--- config.mk ---
export PLATFORM = sky130hd
export DESIGN_NAME = mc_sequencer_flat
export DESIGN_NICKNAME = d
export VERILOG_FILES = /design/src/rtl/mc_sequencer_if.sv /design/src/rtl/mc_sequencer.sv /design/src/flat_wrapper.sv
export SDC_FILE = /design/constraint.sdc
export NUM_CORES = 1
export LEC_CHECK = 0
export CAP_MARGIN = 20
export CELL_PAD_IN_SITES_DETAIL_PLACEMENT = 2
export CELL_PAD_IN_SITES_GLOBAL_PLACEMENT = 2
export CORE_UTILIZATION = 42
export CTS_BUF_LIST = sky130_fd_sc_hd__clkbuf_8
export DETAILED_ROUTE_END_ITERATION = 8
export DONT_BUFFER_PORTS = 1
export PLACE_DENSITY = 0.92
export SLEW_MARGIN = 20
export SYNTH_ARGS = -nofsm -noshare
export SYNTH_HDL_FRONTEND = slang
export SYNTH_SLANG_ARGS = --single-unit
export TNS_END_PERCENT = 30
--- constraint.sdc ---
create_clock -name clk -period 5 [get_ports clk]
set_input_delay 0.5 -clock clk [delete_from_list [all_inputs] [get_ports clk]]
set_output_delay 0.5 -clock clk [all_outputs]
set_load 0.02 [all_outputs]
--- src/rtl/mc_sequencer_if.sv ---
// Shared instruction/data memory port: the sequencer is the master, memory answers with mem_ready.
interface mc_sequencer_if;
    logic mem_req;
    logic mem_we;
    logic iord;
    logic mem_ready;

    modport master (output mem_req, output mem_we, output iord, input mem_ready);
    modport slave  (input mem_req, input mem_we, input iord, output mem_ready);
endinterface

--- src/rtl/mc_sequencer.sv ---
// Multi-cycle FETCH/DECODE/EXEC/MEM/WB sequencer with retire counter and memory-timeout trap.
module mc_sequencer #(
    parameter int MEM_TIMEOUT = 15,
    parameter int CNT_W       = 4
) (
    input  logic                  clk,
    input  logic                  rst_n,
    input  logic                  run,
    input  logic                  dec_memtoreg,
    input  logic                  dec_memwrite,
    input  logic                  dec_pcsrc,
    input  logic                  dec_regdst,
    input  logic                  dec_regwrite,
    input  logic                  dec_branch,
    mc_sequencer_if.master        mem,
    output logic                  ir_write,
    output logic                  pc_write,
    output logic                  pc_branch_write,
    output logic                  ab_load,
    output logic                  alu_out_load,
    output logic                  mdr_load,
    output logic                  reg_write,
    output logic                  wb_sel_mem,
    output logic                  wb_dst_rd,
    output logic [2:0]            state,
    output logic [15:0]           instr_retired,
    output logic                  mem_err
);

    typedef enum logic [2:0] {
        S_FETCH  = 3'd0,
        S_DECODE = 3'd1,
        S_EXEC   = 3'd2,
        S_MEM    = 3'd3,
        S_WB     = 3'd4,
        S_ERR    = 3'd6
    } state_e;

    localparam logic [CNT_W-1:0] TIMEOUT = CNT_W'(MEM_TIMEOUT);

    state_e           state_q, state_d;
    logic             req_pending_q, req_pending_d;
    logic [CNT_W-1:0] cnt_q, cnt_d;
    logic [15:0]      instr_retired_q, instr_retired_d;
    logic             mem_err_q, mem_err_d;
    logic             retire;
    logic             mem_req_c, mem_we_c, iord_c;

    always_comb begin
        state_d         = state_q;
        req_pending_d   = req_pending_q;
        mem_err_d       = mem_err_q;
        retire          = 1'b0;
        mem_req_c       = 1'b0;
        mem_we_c        = 1'b0;
        iord_c          = 1'b0;
        ir_write        = 1'b0;
        pc_write        = 1'b0;
        pc_branch_write = 1'b0;
        ab_load         = 1'b0;
        alu_out_load    = 1'b0;
        mdr_load        = 1'b0;
        reg_write       = 1'b0;
        wb_sel_mem      = 1'b0;
        wb_dst_rd       = 1'b0;

        case (state_q)
            S_FETCH: begin
                // Once a fetch is issued it is held even if run drops.
                if (req_pending_q || run) begin
                    mem_req_c = 1'b1;
                    if (mem.mem_ready) begin
                        ir_write      = 1'b1;
                        pc_write      = 1'b1;
                        req_pending_d = 1'b0;
                        state_d       = S_DECODE;
                    end else begin
                        req_pending_d = 1'b1;
                    end
                end
            end
            S_DECODE: begin
                ab_load = 1'b1;
                state_d = S_EXEC;
            end
            S_EXEC: begin
                alu_out_load = 1'b1;
                if (dec_branch) begin
                    pc_branch_write = dec_pcsrc;
                    retire          = 1'b1;
                    state_d         = S_FETCH;
                end else if (dec_memtoreg || dec_memwrite) begin
                    state_d = S_MEM;
                end else if (dec_regwrite) begin
                    state_d = S_WB;
                end else begin
                    retire  = 1'b1;
                    state_d = S_FETCH;
                end
            end
            S_MEM: begin
                mem_req_c = 1'b1;
                iord_c    = 1'b1;
                mem_we_c  = dec_memwrite;
                if (mem.mem_ready) begin
                    if (dec_memwrite) begin
                        retire  = 1'b1;
                        state_d = S_FETCH;
                    end else begin
                        mdr_load = 1'b1;
                        state_d  = S_WB;
                    end
                end
            end
            S_WB: begin
                reg_write  = 1'b1;
                wb_sel_mem = dec_memtoreg;
                wb_dst_rd  = dec_regdst;
                retire     = 1'b1;
                state_d    = S_FETCH;
            end
            S_ERR: begin
                state_d = S_ERR;
            end
            default: begin
                // Unreachable encodings are treated as a fault, like a timeout.
                state_d   = S_ERR;
                mem_err_d = 1'b1;
            end
        endcase

        // The counter is zero whenever no request is outstanding, so each new request starts from 0.
        cnt_d = '0;
        if (mem_req_c && !mem.mem_ready) begin
            cnt_d = cnt_q + CNT_W'(1);
            if (cnt_d == TIMEOUT) begin
                state_d   = S_ERR;
                mem_err_d = 1'b1;
            end
        end

        instr_retired_d = instr_retired_q + 16'(retire);
    end

    always_ff @(posedge clk or negedge rst_n) begin
        if (!rst_n) begin
            state_q         <= S_FETCH;
            req_pending_q   <= 1'b0;
            cnt_q           <= '0;
            instr_retired_q <= 16'd0;
            mem_err_q       <= 1'b0;
        end else begin
            state_q         <= state_d;
            req_pending_q   <= req_pending_d;
            cnt_q           <= cnt_d;
            instr_retired_q <= instr_retired_d;
            mem_err_q       <= mem_err_d;
        end
    end

    assign mem.mem_req    = mem_req_c;
    assign mem.mem_we     = mem_we_c;
    assign mem.iord       = iord_c;
    assign state          = state_q;
    assign instr_retired  = instr_retired_q;
    assign mem_err        = mem_err_q;

endmodule

--- src/flat_wrapper.sv ---
// flat-port wrapper written by rule: the top's interface ports become plain ports
module mc_sequencer_flat 
#(
    parameter int MEM_TIMEOUT = 15,
    parameter int CNT_W       = 4
)
  (clk, rst_n, run, dec_memtoreg, dec_memwrite, dec_pcsrc, dec_regdst, dec_regwrite, dec_branch, ir_write, pc_write, pc_branch_write, ab_load, alu_out_load, mdr_load, reg_write, wb_sel_mem, wb_dst_rd, state, instr_retired, mem_err, mem_mem_req, mem_mem_we, mem_iord, mem_mem_ready);
  mc_sequencer_if mem_i ();
  input  logic clk;
  input  logic rst_n;
  input  logic run;
  input  logic dec_memtoreg;
  input  logic dec_memwrite;
  input  logic dec_pcsrc;
  input  logic dec_regdst;
  input  logic dec_regwrite;
  input  logic dec_branch;
  output logic ir_write;
  output logic pc_write;
  output logic pc_branch_write;
  output logic ab_load;
  output logic alu_out_load;
  output logic mdr_load;
  output logic reg_write;
  output logic wb_sel_mem;
  output logic wb_dst_rd;
  output logic [2:0] state;
  output logic [15:0] instr_retired;
  output logic mem_err;
  output wire logic [$bits(mem_i.mem_req)-1:0] mem_mem_req;
  output wire logic [$bits(mem_i.mem_we)-1:0] mem_mem_we;
  output wire logic [$bits(mem_i.iord)-1:0] mem_iord;
  input wire logic [$bits(mem_i.mem_ready)-1:0] mem_mem_ready;
  assign mem_mem_req = mem_i.mem_req;
  assign mem_mem_we = mem_i.mem_we;
  assign mem_iord = mem_i.iord;
  assign mem_i.mem_ready = mem_mem_ready;
  mc_sequencer #(.MEM_TIMEOUT(MEM_TIMEOUT), .CNT_W(CNT_W)) u_core (.clk(clk), .rst_n(rst_n), .run(run), .dec_memtoreg(dec_memtoreg), .dec_memwrite(dec_memwrite), .dec_pcsrc(dec_pcsrc), .dec_regdst(dec_regdst), .dec_regwrite(dec_regwrite), .dec_branch(dec_branch), .mem(mem_i), .ir_write(ir_write), .pc_write(pc_write), .pc_branch_write(pc_branch_write), .ab_load(ab_load), .alu_out_load(alu_out_load), .mdr_load(mdr_load), .reg_write(reg_write), .wb_sel_mem(wb_sel_mem), .wb_dst_rd(wb_dst_rd), .state(state), .instr_retired(instr_retired), .mem_err(mem_err));
endmodule
==> impl_metrics.py <==
metrics = {
    "sta": {
        "report.final.slew_viol_count": 0,
        "skew_ns": 0.00831,
        "hold_viol": 0,
        "fmax_mhz": 383,
        "setup_violations": 0,
        "period_minus_slack_ns": 2.61,
        "timing.slew.headroom_pct": 55.8,
        "min_period_over_period_pct": 52.2,
        "tightestPinTransition_ns": 0.661,
        "grt_setup_unrepaired": "false",
        "tns_ns": 0,
    },
    "place": {
        "hpwl_um": 2060,
        "io_buffer_count": 0,
        "place.gp.congestion": 0.824,
        "post-place-cells": 143,
    },
    "detailed_routing": {
        "ant_nets": 0,
        "drt_iter0_drc": 16,
        "route.detailed.drc": 0,
        "routed_wl_um": 2690,
        "dr_total_vias": 845,
        "viasPerCell": 5.71,
        "dr.pass1.iters": 4,
        "avgRoutedWirePerCell_um": 18.2,
    },
    "clocking": {
        "cts_resized": 0,
        "cts.sinks": 25,
        "cts_buffers": 3,
        "clk_latency_ns": 0.27,
        "cts_max_level": 1,
        "cts_setup_buffers": 0,
        "clkTransAtPathRegs_ns": 0.08,
        "cts_tree": "yes",
        "cts.path.max_buffers": 2,
        "clock-root-buffer": "clkbuf_8",
    },
    "synth": {
        "synth_cell_types": 29,
        "yosys_warnings": 0,
        "yosys_register_bits": 25,
        "syn_area_um2": 1200,
        "postSynth.asyncResetShare_pct": 100,
        "ys_dominant_reg_cell": "dfrtp_1",
        "syn_nets": 129,
        "syn_avg_cell_area_um2": 10.5,
        "syn_inst": 115,
        "synth_edf_count": 0,
        "ys_seq_area_share_pct": 51.9,
    },
    "floorplan": {
        "die_h_um": 55.6,
        "die-area_um2": 3090,
        "io_pins": 42,
        "rows": 19,
        "chipWidth_um": 55.6,
        "start_util_pct": 44.1,
        "core_um2": 2730,
    },
    "critical_path": {
        "startpoint_type": "register",
        "critical-path-max-stage-delay_ns": 0.65,
        "r2r_setup_slack_ns": 2.39,
        "endpoint_kind": "register",
        "worst_ep_arrival_time_ns": 2.79,
        "crit_required_ns": 5.18,
        "crit_type": "reg2reg",
        "path_depth": 9,
        "slowest_stage": "dfrtp_1",
        "reg2reg_depth": 9,
        "worstPathMaxFanout": 12,
        "startpoint": "u_core.state[2]$_DFF_PN0_",
        "r2r_end": "u_core.instr_retired[14]$_DFF_PN0_",
        "critPathMostFrequentCell": "ha_1",
        "cp_top_family": "simple AND/OR/NAND/NOR gates",
        "cp_num_buf_inv": 1,
        "path_cells": "and2b_1, nand2_1, inv_1, a311o_1, ha_1, ha_1, and2_1, nand4_1, xnor2_1",
        "cp-endpoint": "u_core.instr_retired[14]$_DFF_PN0_",
        "timing.rr.start": "u_core.state[2]$_DFF_PN0_",
    },
    "global_routing": {
        "antenna_found_initial": 0,
        "grt_max_degree": 26,
        "grt_pass1_vias": 944,
        "grt_pass1_wl_um": 4370,
        "grt_usage_pct": 18.3,
        "overflow": 0,
    },
    "final_layout": {
        "n_antenna_cell": 0,
        "final_layout_size_suffix_gt1_share_pct": 5.13,
        "area_growth_pct": 7.37,
        "nets": 132,
        "final_cell_count_no_fill": 148,
    },
    "power": {
        "leakagePower_nw": 0.606,
        "switchingPower_mw": 0.295,
        "pwr-share-seq_pct": 52.2,
        "powerDensity_nw_per_um2": 516,
        "clockPowerShare_pct": 17.1,
        "p_int_mw": 0.372,
        "ir_drop_uv": 345,
        "swShare_pct": 44.2,
        "power_frac_comb_pct": 30.7,
        "power_mw": 0.667,
    },
    "hold_path": {
        "min_path_type": "in2async",
    },
    "status": {
        "run_status": "completed",
    },
    "job": {
        "drv_cap": 0,
    },
}
## layout by cell type (no fill, tap or decap), drive strengths merged, types with 2 or more instances in the layout
cell type,instances
xor2,2
nor3,3
ha,4
a21oi,4
nand4,2
nor2,11
or2,2
and4,2
nand2b,2
and3,8
and2,2
xnor2,14
nand2,8
nand3,8
clkbuf,3
inv,5
dfrtp,25
## synthesized netlist by cell type (all sizes together), types with 2 or more instances
cell type  number  area [µm²]
a21oi           4        20.0
and2            2        12.5
and3            8        50.1
and4            2        17.5
clkbuf          2        7.51
dfrtp          25         626
ha              4        50.1
inv             4        15.0
nand2           8        30.0
nand2b          2        12.5
nand3           8        40.0
nand4           2        12.5
nor2           11        41.3
nor3            3        15.0
or2             2        12.5
xnor2          14         123
xor2            2        17.5
## kinds of logic (layout without fill, tap and decap cells)
group	count (synthesis)	count (layout)	synth area share (%)
xor gates and xnor gates	16	16	11.6
adders and majority gates	4	4	4.15
and+or+nand+nor	53	53	23.9
buffers and inverters	7	9	2.49
DFF	25	25	51.9
AOI/OAI and AO/OA	10	10	5.92
## what timing repair did
item,CTS,global route
hold buffers,1,0
hold endpoints to repair,25,0
endpoints found under the setup margin,0,0
## area by class of cell
| cell class | instances | area (µm²) |
|---|---|---|
| clock buffer | 3 | 41.3 |
| clock inverter | 1 | 3.75 |
| fill | 283 | 1440 |
| inverter | 4 | 15.0 |
| multi-input combinational | 83 | 549 |
| sequential | 25 | 626 |
| tap | 31 | 38.8 |
| timing repair buffer | 1 | 20.0 |
## state kept, by name (all words and copies together) (netlist names)
| name | cells |
|---|---|
| u_core.mem_err | 1 |
| u_core.instr_retired | 16 |
| u_core.req_pending_q | 1 |
| u_core.cnt_q | 4 |
| u_core.state | 3 |
## worst min-delay path by stage
stage                from                                  to  slack [ns]  depth (start not counted)
global route        rst_n  u_core.instr_retired[15]$_DFF_PN0_        0.02                          1
global placement    rst_n  u_core.instr_retired[15]$_DFF_PN0_        0.21                          0
floorplan           rst_n           u_core.cnt_q[0]$_DFF_PN0_        0.20                          0
CTS                 rst_n  u_core.instr_retired[15]$_DFF_PN0_        0.02                          1
detailed placement  rst_n  u_core.instr_retired[15]$_DFF_PN0_        0.21                          0
finish              rst_n           u_core.cnt_q[3]$_DFF_PN0_        0.03                          1
## power by group through the flow
stage               Clock [mW]  Sequential (mW)  Combinational (mW)
detailed placement           0            0.353               0.199
global placement             0            0.349               0.184
floorplan                    0            0.329               0.173
global route             0.126            0.356               0.228
finish                   0.114            0.349               0.205
CTS                      0.122            0.349               0.208
## stage by stage
step	cell area, µm²	hold WS, ns	setup slack (ns)	util [%]
6_report	1290	0.0315	2.39	47.3
5_1_grt	1290	0.0226	2.23	47.3
4_1_cts	1290	0.0231	2.39	47.3
3_5_place_dp	1230	0.205	2.42	44.9
3_3_place_gp	1230	0.205	2.54	44.9
2_1_floorplan	1200	0.204	2.73	-
## per-layer routing
layer  GRT usage (%)  up-vias  wire length, µm  share of wire [%]
met5               0        -                0                  0
met4            5.00        0               36                1.3
met3            6.79        5              105                3.9
li1                -      394                -                  -
met1            22.1      427             1160                 43
met2            30.8       19             1380                 51
## worst reg2reg max path, delay by kind of cell, from the launching register on
family,cells,cell delay [ns]
flip-flops,1,0.65
AND/OR/NAND/NOR,4,0.76
buffers and inverters,1,0.14
XOR/XNOR,1,0.13
adder cells (fa/ha/maj),2,0.48
AO/OA/AOI/OAI,1,0.38
Note: power is estimated with default switching activity, not from simulation.
